<file path="config.mk">
export PLATFORM = sky130hd
export DESIGN_NAME = key_led_ctrl
export DESIGN_NICKNAME = d
export VERILOG_FILES = /design/src/rtl/key_led_pkg.sv /design/src/rtl/key_debounce.sv /design/src/rtl/key_led_ctrl.sv
export SDC_FILE = /design/constraint.sdc
export NUM_CORES = 1
export LEC_CHECK = 0
export CAP_MARGIN = 20
export CORE_AREA = 2 2 74 76
export CTS_CLUSTER_SIZE = 14
export DETAILED_ROUTE_END_ITERATION = 16
export DIE_AREA = 0 0 76 78
export PLACE_DENSITY = 0.77
export SETUP_SLACK_MARGIN = 0.2
export SLEW_MARGIN = 0
export SYNTH_ARGS = -nofsm -noshare
export SYNTH_HDL_FRONTEND = slang
export SYNTH_SLANG_ARGS = --single-unit
</file>
<file path="constraint.sdc">
create_clock -name sys_clk -period 3 [get_ports sys_clk]
set_clock_uncertainty 0.05 [all_clocks]
set_input_delay 0.6 -clock sys_clk [delete_from_list [all_inputs] [get_ports sys_clk]]
set_output_delay 0.6 -clock sys_clk [all_outputs]
set_load 0.02 [all_outputs]
</file>
<file path="src/rtl/key_led_pkg.sv">
// Purpose: shared mode encodings, default timing constants and the mode-advance helper for the key/LED controller.
// Latency: none (declarations only).
// Backpressure: none.
package key_led_pkg;

  // Mode encodings exactly as driven on the 2-bit mode output.
  typedef enum logic [1:0] {
    MODE_OFF  = 2'b00,
    MODE_ON   = 2'b01,
    MODE_SLOW = 2'b10,
    MODE_FAST = 2'b11
  } mode_t;

  // Defaults for a 50 MHz board clock.
  localparam int DB_CNT_MAX_DEF   = 999_999;     // 20 ms hold
  localparam int SLOW_CNT_MAX_DEF = 24_999_999;  // 0.5 s half-period
  localparam int FAST_CNT_MAX_DEF = 4_999_999;   // 0.1 s half-period
  localparam int CNT_W_DEF        = 25;

  // One step around the ring OFF -> ON -> SLOW -> FAST -> OFF.
  function automatic mode_t next_mode(input mode_t cur);
    case (cur)
      MODE_OFF:  next_mode = MODE_ON;
      MODE_ON:   next_mode = MODE_SLOW;
      MODE_SLOW: next_mode = MODE_FAST;
      default:   next_mode = MODE_OFF;
    endcase
  endfunction

endpackage

</file>
<file path="src/rtl/key_debounce.sv">
// Purpose: synchronise and debounce an active-low key; one-cycle strobe per debounced press.
// Latency: press_pulse rises DB_CNT_MAX+3 edges after key_in is first sampled low.
// Backpressure: none; free-running, the strobe is never held.
//
// Ports:
//   sys_clk     system clock, rising edge
//   sys_rst     asynchronous active-high reset
//   key_in      raw key pin, asynchronous, 0 = pressed
//   key_stable  debounced key level, 1 = released
//   press_pulse one-cycle strobe on each debounced 1->0 transition
module key_debounce #(
  parameter int DB_CNT_MAX = 999_999,
  parameter int CNT_W      = 25
) (
  input  logic sys_clk,
  input  logic sys_rst,
  input  logic key_in,
  output logic key_stable,
  output logic press_pulse
);

  localparam logic [CNT_W-1:0] DB_MAX = CNT_W'(DB_CNT_MAX);

  logic             sync_a;
  logic             key_s;
  logic             stable_d;
  logic [CNT_W-1:0] db_cnt;

  always_ff @(posedge sys_clk or posedge sys_rst) begin
    if (sys_rst) begin
      sync_a      <= 1'b1;
      key_s       <= 1'b1;
      key_stable  <= 1'b1;
      stable_d    <= 1'b1;
      db_cnt      <= '0;
      press_pulse <= 1'b0;
    end else begin
      sync_a <= key_in;
      key_s  <= sync_a;

      // Any return to the accepted level restarts the hold window, so a
      // bounce shorter than DB_CNT_MAX+1 cycles never gets through.
      if (key_s == key_stable) begin
        db_cnt <= '0;
      end else if (db_cnt == DB_MAX) begin
        key_stable <= key_s;
        db_cnt     <= '0;
      end else begin
        db_cnt <= db_cnt + 1'b1;
      end

      // Falling edge of the debounced level only; release gives no strobe.
      stable_d    <= key_stable;
      press_pulse <= stable_d & ~key_stable;
    end
  end

endmodule

</file>
<file path="src/rtl/key_led_ctrl.sv">
// Purpose: step LED mode OFF/ON/BLINK_SLOW/BLINK_FAST on each debounced key press and drive the LED.
// Latency: mode updates 1 edge after press_pulse; led_out follows mode/phase 1 edge later.
// Backpressure: none; every press_pulse is consumed in the cycle it appears.
//
// Ports:
//   sys_clk     system clock, rising edge
//   sys_rst     asynchronous active-high reset
//   key_in      raw key pin, 0 = pressed
//   led_out     registered LED drive, 1 = lit
//   mode        current mode: 00 OFF, 01 ON, 10 BLINK_SLOW, 11 BLINK_FAST
//   press_pulse one-cycle strobe per debounced press
module key_led_ctrl
  import key_led_pkg::*;
#(
  parameter int DB_CNT_MAX   = DB_CNT_MAX_DEF,
  parameter int SLOW_CNT_MAX = SLOW_CNT_MAX_DEF,
  parameter int FAST_CNT_MAX = FAST_CNT_MAX_DEF,
  parameter int CNT_W        = CNT_W_DEF
) (
  input  logic       sys_clk,
  input  logic       sys_rst,
  input  logic       key_in,
  output logic       led_out,
  output logic [1:0] mode,
  output logic       press_pulse
);

  localparam logic [CNT_W-1:0] SLOW_MAX = CNT_W'(SLOW_CNT_MAX);
  localparam logic [CNT_W-1:0] FAST_MAX = CNT_W'(FAST_CNT_MAX);

  mode_t            state;
  logic [CNT_W-1:0] blink_cnt;
  logic [CNT_W-1:0] blink_max;
  logic             phase;
  // Debounced level is not needed here; kept named for probing.
  logic             key_level_unused;

  key_debounce #(
    .DB_CNT_MAX (DB_CNT_MAX),
    .CNT_W      (CNT_W)
  ) u_debounce (
    .sys_clk     (sys_clk),
    .sys_rst     (sys_rst),
    .key_in      (key_in),
    .key_stable  (key_level_unused),
    .press_pulse (press_pulse)
  );

  assign mode = state;

  always_comb begin
    blink_max = SLOW_MAX;
    if (state == MODE_FAST) blink_max = FAST_MAX;
  end

  always_ff @(posedge sys_clk or posedge sys_rst) begin
    if (sys_rst) begin
      state     <= MODE_OFF;
      blink_cnt <= '0;
      phase     <= 1'b0;
      led_out   <= 1'b0;
    end else begin
      // A press takes priority over a coincident blink wrap so every new
      // mode starts from a fresh, lit half-period.
      if (press_pulse) begin
        state     <= next_mode(state);
        blink_cnt <= '0;
        phase     <= 1'b1;
      end else if (state == MODE_SLOW || state == MODE_FAST) begin
        if (blink_cnt == blink_max) begin
          blink_cnt <= '0;
          phase     <= ~phase;
        end else begin
          blink_cnt <= blink_cnt + 1'b1;
        end
      end else begin
        blink_cnt <= '0;
      end

      case (state)
        MODE_OFF: led_out <= 1'b0;
        MODE_ON:  led_out <= 1'b1;
        default:  led_out <= phase;
      endcase
    end
  end

endmodule

</file>
# Word level (Yosys, flattened, before mapping)
# Index checks and enable logic that the tools add are counted.
# classes
mux	11
bitwise	4
reduce_logical	6
addsub	2
n_eq_ne	6
# ops
op	n
$mux 25	6
$add 25x1->25 const B	2
$eq 25x20->1 const B	1
$eq 25x25->1	1
$pmux 2 s3	1
$eq 2x2->1 const B	2
$reduce_and 2->1	2
$reduce_bool 2->1	2
$mux 1	3
$not 1->1	3
$eq 2x1->1 const B	1
$logic_not 2->1	1
$pmux 1 s2	1
$and 1x1->1	1
$eq 1x1->1	1
$logic_or 1x1->1	1
# totals
elab_cells	39
out_inout_bits	4
regBits	59
in_bits	3

# Logic depth before layout (Yosys ltp)
# depth
depth_word	6
depth_mapped	7
mapped_depth_nobuf	5

# Hierarchy
# A second synthesis with hierarchy kept.
# hier_totals
hier_cells	304
area_unflattened_um2	3171.8
# by_module_without_submodules
module	instances	cells_per_inst	area_each_um2	seq_area_each_um2
key_led_ctrl	1	161	1729.2	725.7
key_debounce	1	143	1442.6	755.7

# Least setup slack after synthesis
# No wires, ideal clock.
# synth_path
path_kind	register to register
from	register state[1] (netlist: mode[1])
to	register blink_cnt[2]
slack_ns	0.815
path_buffers	1
arrival_ns	2.001
setup_time_ns	0.134
t_required_ns	2.816
period_less_slack_ns	2.185
path_stages_with_launch	7
cell_sequence	dfrtp_1 -> ha_1 -> nor4b_1 -> nand4_1 -> a211oi_1 -> buf_2 -> nor3_1
# synth_between
elab_chain_cells	6
word_cells_on_any_way	8
cone_classes	eq/ne: 3; mux: 4; reduce/logical: 1
# synth_lines
item	line_no	rtl
start: declaration	key_led_ctrl.sv:31	mode_t state;
start signal: assignment	key_led_ctrl.sv:66	state <= next_mode(state);
$eq 2x2->1	key_led_ctrl.sv:53, key_led_ctrl.sv:69	
$mux 25	key_led_ctrl.sv:53	if (state == MODE_FAST) blink_max = FAST_MAX;
$eq 25x25->1	key_led_ctrl.sv:70	if (blink_cnt == blink_max) begin
$mux 25	key_led_ctrl.sv:70	
$mux 25 *	key_led_ctrl.sv:69	end else if (state == MODE_SLOW || state == MODE_FAST) begin
$mux 25 *	key_led_ctrl.sv:65	if (press_pulse) begin
end signal: assignment	key_led_ctrl.sv:74	blink_cnt <= blink_cnt + 1'b1;
end: declaration	key_led_ctrl.sv:32	logic [CNT_W-1:0] blink_cnt;
# Every way passes the cells marked *; elsewhere a longest branch is shown, timed or not.
# A chain may end at the register's enable or synchronous reset.

# Final worst setup path
# layout_path
from	register blink_cnt[0]
to	register blink_cnt[24]
# layout_between
elab_chain_cells	4
word_cells_on_any_way	5
cone_classes	add/sub: 1; eq/ne: 1; mux: 3
# layout_lines
item	line_no
$add 25x1->25 or $eq 25x25->1 (tied branches)	key_led_ctrl.sv:74, key_led_ctrl.sv:70
$mux 25 *	key_led_ctrl.sv:70
$mux 25 *	key_led_ctrl.sv:69
$mux 25 *	key_led_ctrl.sv:65
# Marked as above.

==> results.toml <==
[pwr]
powerDensity_mw_per_mm2 = 491
vdd_drop_max_v = 0.000370
power.total_mw = 1.65
p_leak_nw = 1.27

[synthesis]
synth_area_leaders = "dfrtp_1, xor2_1, nand4_1, dfstp_2, o21ai_0"
yosys.area_share.simple = 0.276
synth_compound_area_frac = 0.104
ys_warn_count = 0
synthAdderAreaFrac = 0.0206
syn-num-nets = 320
yosysMostFrequentCell = "dfrtp_1"
synth_cell_types = 38
syn_avg_cell_area_um2 = 9.72
yosys.area.top_type_share = 0.454
async_reset_ff_frac = 1.00
synth-edff-count = 0
synth_common_cells = "dfrtp_1, nand2_1, o21ai_0"
synthesis.area_mm2 = 0.00303
synth_flop_cell = "dfrtp_1"
yosys.area.top_type = "dfrtp_1"
muxShareOfSynthArea = 0.00701
seq_area_frac_synth = 0.488
synth_xor_area_frac = 0.0722
synth-seq-cells = 59
syn_inst = 312
synth_top_family_by_area = "simple AND/OR/NAND/NOR gates"

[global_routing]
grt_pass1_wl_um = 10800
antenna_found_initial = 0
grt_use_total = 0.231
grt_start_max_net_pins = 32
grt_remaining_overflow = 0
grt_pass1_vias = 2454

[final_layout]
area_delta_synth_final_pct = 11.1
finalNonFillerCells = 392
final_nets = 325
diodes = 0
final_core_util = 0.668
n_fill_cell = 414
drive_gt1_frac = 0.0994

[floorplan]
die_y_um = 78
rows = 26
die_w_um = 76
start_util = 0.601
die_area_mm2 = 0.00593
core_region_area_mm2 = 0.00504
boundaryPins = 7

[sta]
fmax_ghz = 0.441
post-route-period-util = 0.756
hold_viol_final = 0
slew-limit-headroom = 0.596
maxSlewViolCount = 0
rsz0062_at_grt = "no"
setup_viol = 0
period_needed_ps = 2270
fin_tns_setup_ps = 0
worstMarginPinSlew_ps = 591

[routing]
totalWireLength_um = 5940
num_vias = 2366
vias_per_cell = 6.04
drc = 0
ant_nets = 0
dr.pass1.iters = 4
drtIter0Drc = 187
wire_per_inst_um = 15.1

[cts]
cts_max_level = 3
hold_buffers = 0
ctsResizeCount = 0
postCtsSetupBuffers = 0
cts_tree = "done"
cts_buffer_depth = 2
clock_sinks = 59
clkLatencyLatePin_ps = 340
clkTransAtPathRegs_ps = 70
cts_inserted_buffers = 9
cts_root_buf = "clkbuf_8"

[placement]
place_congestion = 0.801
dpl.cell_count = 376
portBuffers = 6
dpl.hpwl_um = 3980

[critical_path]
crit_buf_inv = 0
worstPathRequired_ps = 3210
path_cells = "ha_1, nand4_1, or4_1, or3_1, a211oi_2"
crit_family = "simple AND/OR/NAND/NOR gates"
critPathKind = "flip-flop to flip-flop"
end_kind = "flip-flop"
critPathLaunchType = "flip-flop"
critical-path-max-stage-delay_ps = 710
cp_slowest_cell = "or4_1"
crit_path_max_fanout = 9
crit_arrival_ps = 2480

[flow_run]
maxCapViolCount = 0

[run_status]
outcome = "complete, no violations"

[hold_path]
hold_path.class = "flip-flop to flip-flop"
## worst paths after layout
kind | slack [ps] | cells after the start | endpoint | startpoint
max | 730 | 5 | blink_cnt[24]$_DFF_PP0_ | blink_cnt[0]$_DFF_PP0_
min | 320 | 0 | u_debounce.key_s$_DFF_PP1_ | u_debounce.sync_a$_DFF_PP1_
max reg2reg | 730 | 5 | blink_cnt[24]$_DFF_PP0_ | blink_cnt[0]$_DFF_PP0_
min reg2reg | 320 | 0 | u_debounce.key_s$_DFF_PP1_ | u_debounce.sync_a$_DFF_PP1_
max in group asynchronous | 1620 | 3 | blink_cnt[7]$_DFF_PP0_ | sys_rst
min in group asynchronous | 600 | 2 | u_debounce.db_cnt[2]$_DFF_PP0_ | sys_rst
## area by class of cell
| class | instances | area (um2) | area share |
|---|---|---|---|
| clock inverter | 6 | 88.8 | 0.0264 |
| inverter | 6 | 22.5 | 0.00668 |
| timing repair buffer | 10 | 90.1 | 0.0267 |
| clock buffer | 10 | 138 | 0.0408 |
| tap | 70 | 87.6 | 0.0260 |
| sequential | 59 | 1480 | 0.440 |
| multi-input combinational | 231 | 1460 | 0.434 |
## layout by cell type (no fill, tap or decap), types with 7 or more instances in the layout
cell / n
a21oi_1: 11
or4_1: 8
and4_1: 7
nor3_1: 19
dfrtp_1: 55
nand3_1: 14
nand2_1: 23
nand4_1: 17
a211oi_1: 10
clkbuf_8: 10
xor2_1: 14
o21ai_0: 20
nor2_1: 19
or3_1: 16
xnor2_1: 11
## state kept, by name, summed over array words and instances (netlist names)
name	cells
u_debounce.stable_d	1
u_debounce.db_cnt	25
u_debounce.key_s	1
u_debounce.sync_a	1
blink_cnt	25
phase	1
led_out	1
u_debounce.press_pulse	1
u_debounce.key_stable	1
mode	2
## cells by family after synthesis
logic type	count (synthesis)
and+or+nand+nor	148
muxes	2
DFF	59
AOI/OAI and AO/OA	51
adders and majority gates	5
buffers and inverters	22
xor gates and xnor gates	25
## per-stage QoR
step / setup WS, ps / instance area [um2] / hold WS, ps
after floorplan: 815 / 3030 / 295
after global placement: 755 / 3140 / 297
after detailed placement: 745 / 3140 / 312
after CTS: 731 / 3370 / 323
after global routing: 539 / 3370 / 324
final: 733 / 3370 / 319
## routing by layer
layer  vias to the layer above  global-route usage  wire length (um)
met1                      1166               0.265              2620
li1                       1167                   -                 -
met3                         6              0.0709               188
met5                         -                   0                 0
met4                         0              0.0909                78
met2                        27               0.404              3050
## report_power, final
| part | switching, mW | internal (mW) | leakage (nW) |
|---|---|---|---|
| combinational | 0.0266 | 0.00920 | 0.352 |
| sequential | 0.00415 | 0.801 | 0.808 |
| clock | 0.323 | 0.489 | 0.108 |
| total | 0.353 | 1.30 | 1.27 |
Note: power is estimated with default switching activity, not from simulation.
==> RTL change, RTL diff (config.mk and constraints unchanged) <==
The package constant `CNT_W_DEF` goes from 25 to 50.
--- a/src/rtl/key_led_pkg.sv
+++ b/src/rtl/key_led_pkg.sv
@@ -15,7 +15,7 @@
   localparam int DB_CNT_MAX_DEF   = 999_999;     // 20 ms hold
   localparam int SLOW_CNT_MAX_DEF = 24_999_999;  // 0.5 s half-period
   localparam int FAST_CNT_MAX_DEF = 4_999_999;   // 0.1 s half-period
-  localparam int CNT_W_DEF        = 25;
+  localparam int CNT_W_DEF        = 50;
 
   // One step around the ring OFF -> ON -> SLOW -> FAST -> OFF.
   function automatic mode_t next_mode(input mode_t cur);
Formal check against the unedited RTL: no difference found for any inputs over 10 cycles, from zero or initial values and one cycle with sys_rst high; that may be too few to reach the edited logic, so the function may still have changed.
==> RTL change against the original RTL <==
- the flow now stops in global placement without I/O
- area after synthesis grew 87%
==> RTL change: results (changes against the original RTL) <==
syn nets=619 (was 320); Synth Warn #=0 (unchanged); Gate Count Post-Synth=611 (was 312); Synth Flop Type=dfrtp_1 (unchanged); Area contributors post-synth=dfrtp_1, nor2_1, xnor2_1, xor2_1, nand4_1 (was dfrtp_1, xor2_1, nand4_1, dfstp_2, o21ai_0); ys async rst share=1.000 (unchanged); Yosys reg bits=109 (was 59); synth cell count leaders=dfrtp_1, nor2_1, nand4_1, xnor2_1, xor2_1 (was dfrtp_1, nand2_1, o21ai_0, nor2_1, nor3_1); Log Error=[ERROR GPL-0301] Utilization 125.367 % exceeds 100%.; outcome=stopped before the end (was complete, no violations); Fail Step=global placement without I/O; Synth cell types=37 (was 38); Seq/Total Area, Yosys=0.4807 (was 0.4884); DIE WIDTH=76 um (unchanged)
RTL change: kinds of logic after synthesis:
logic type / share of synthesized area
AO/OA/AOI/OAI: 0.04667
XOR/XNOR: 0.1171
adder cells (fa/ha/maj): 0.01101
buffers and inverters: 0.02773
flip-flops: 0.4807
multiplexers: 0.003742
AND/OR/NAND/NOR: 0.3130
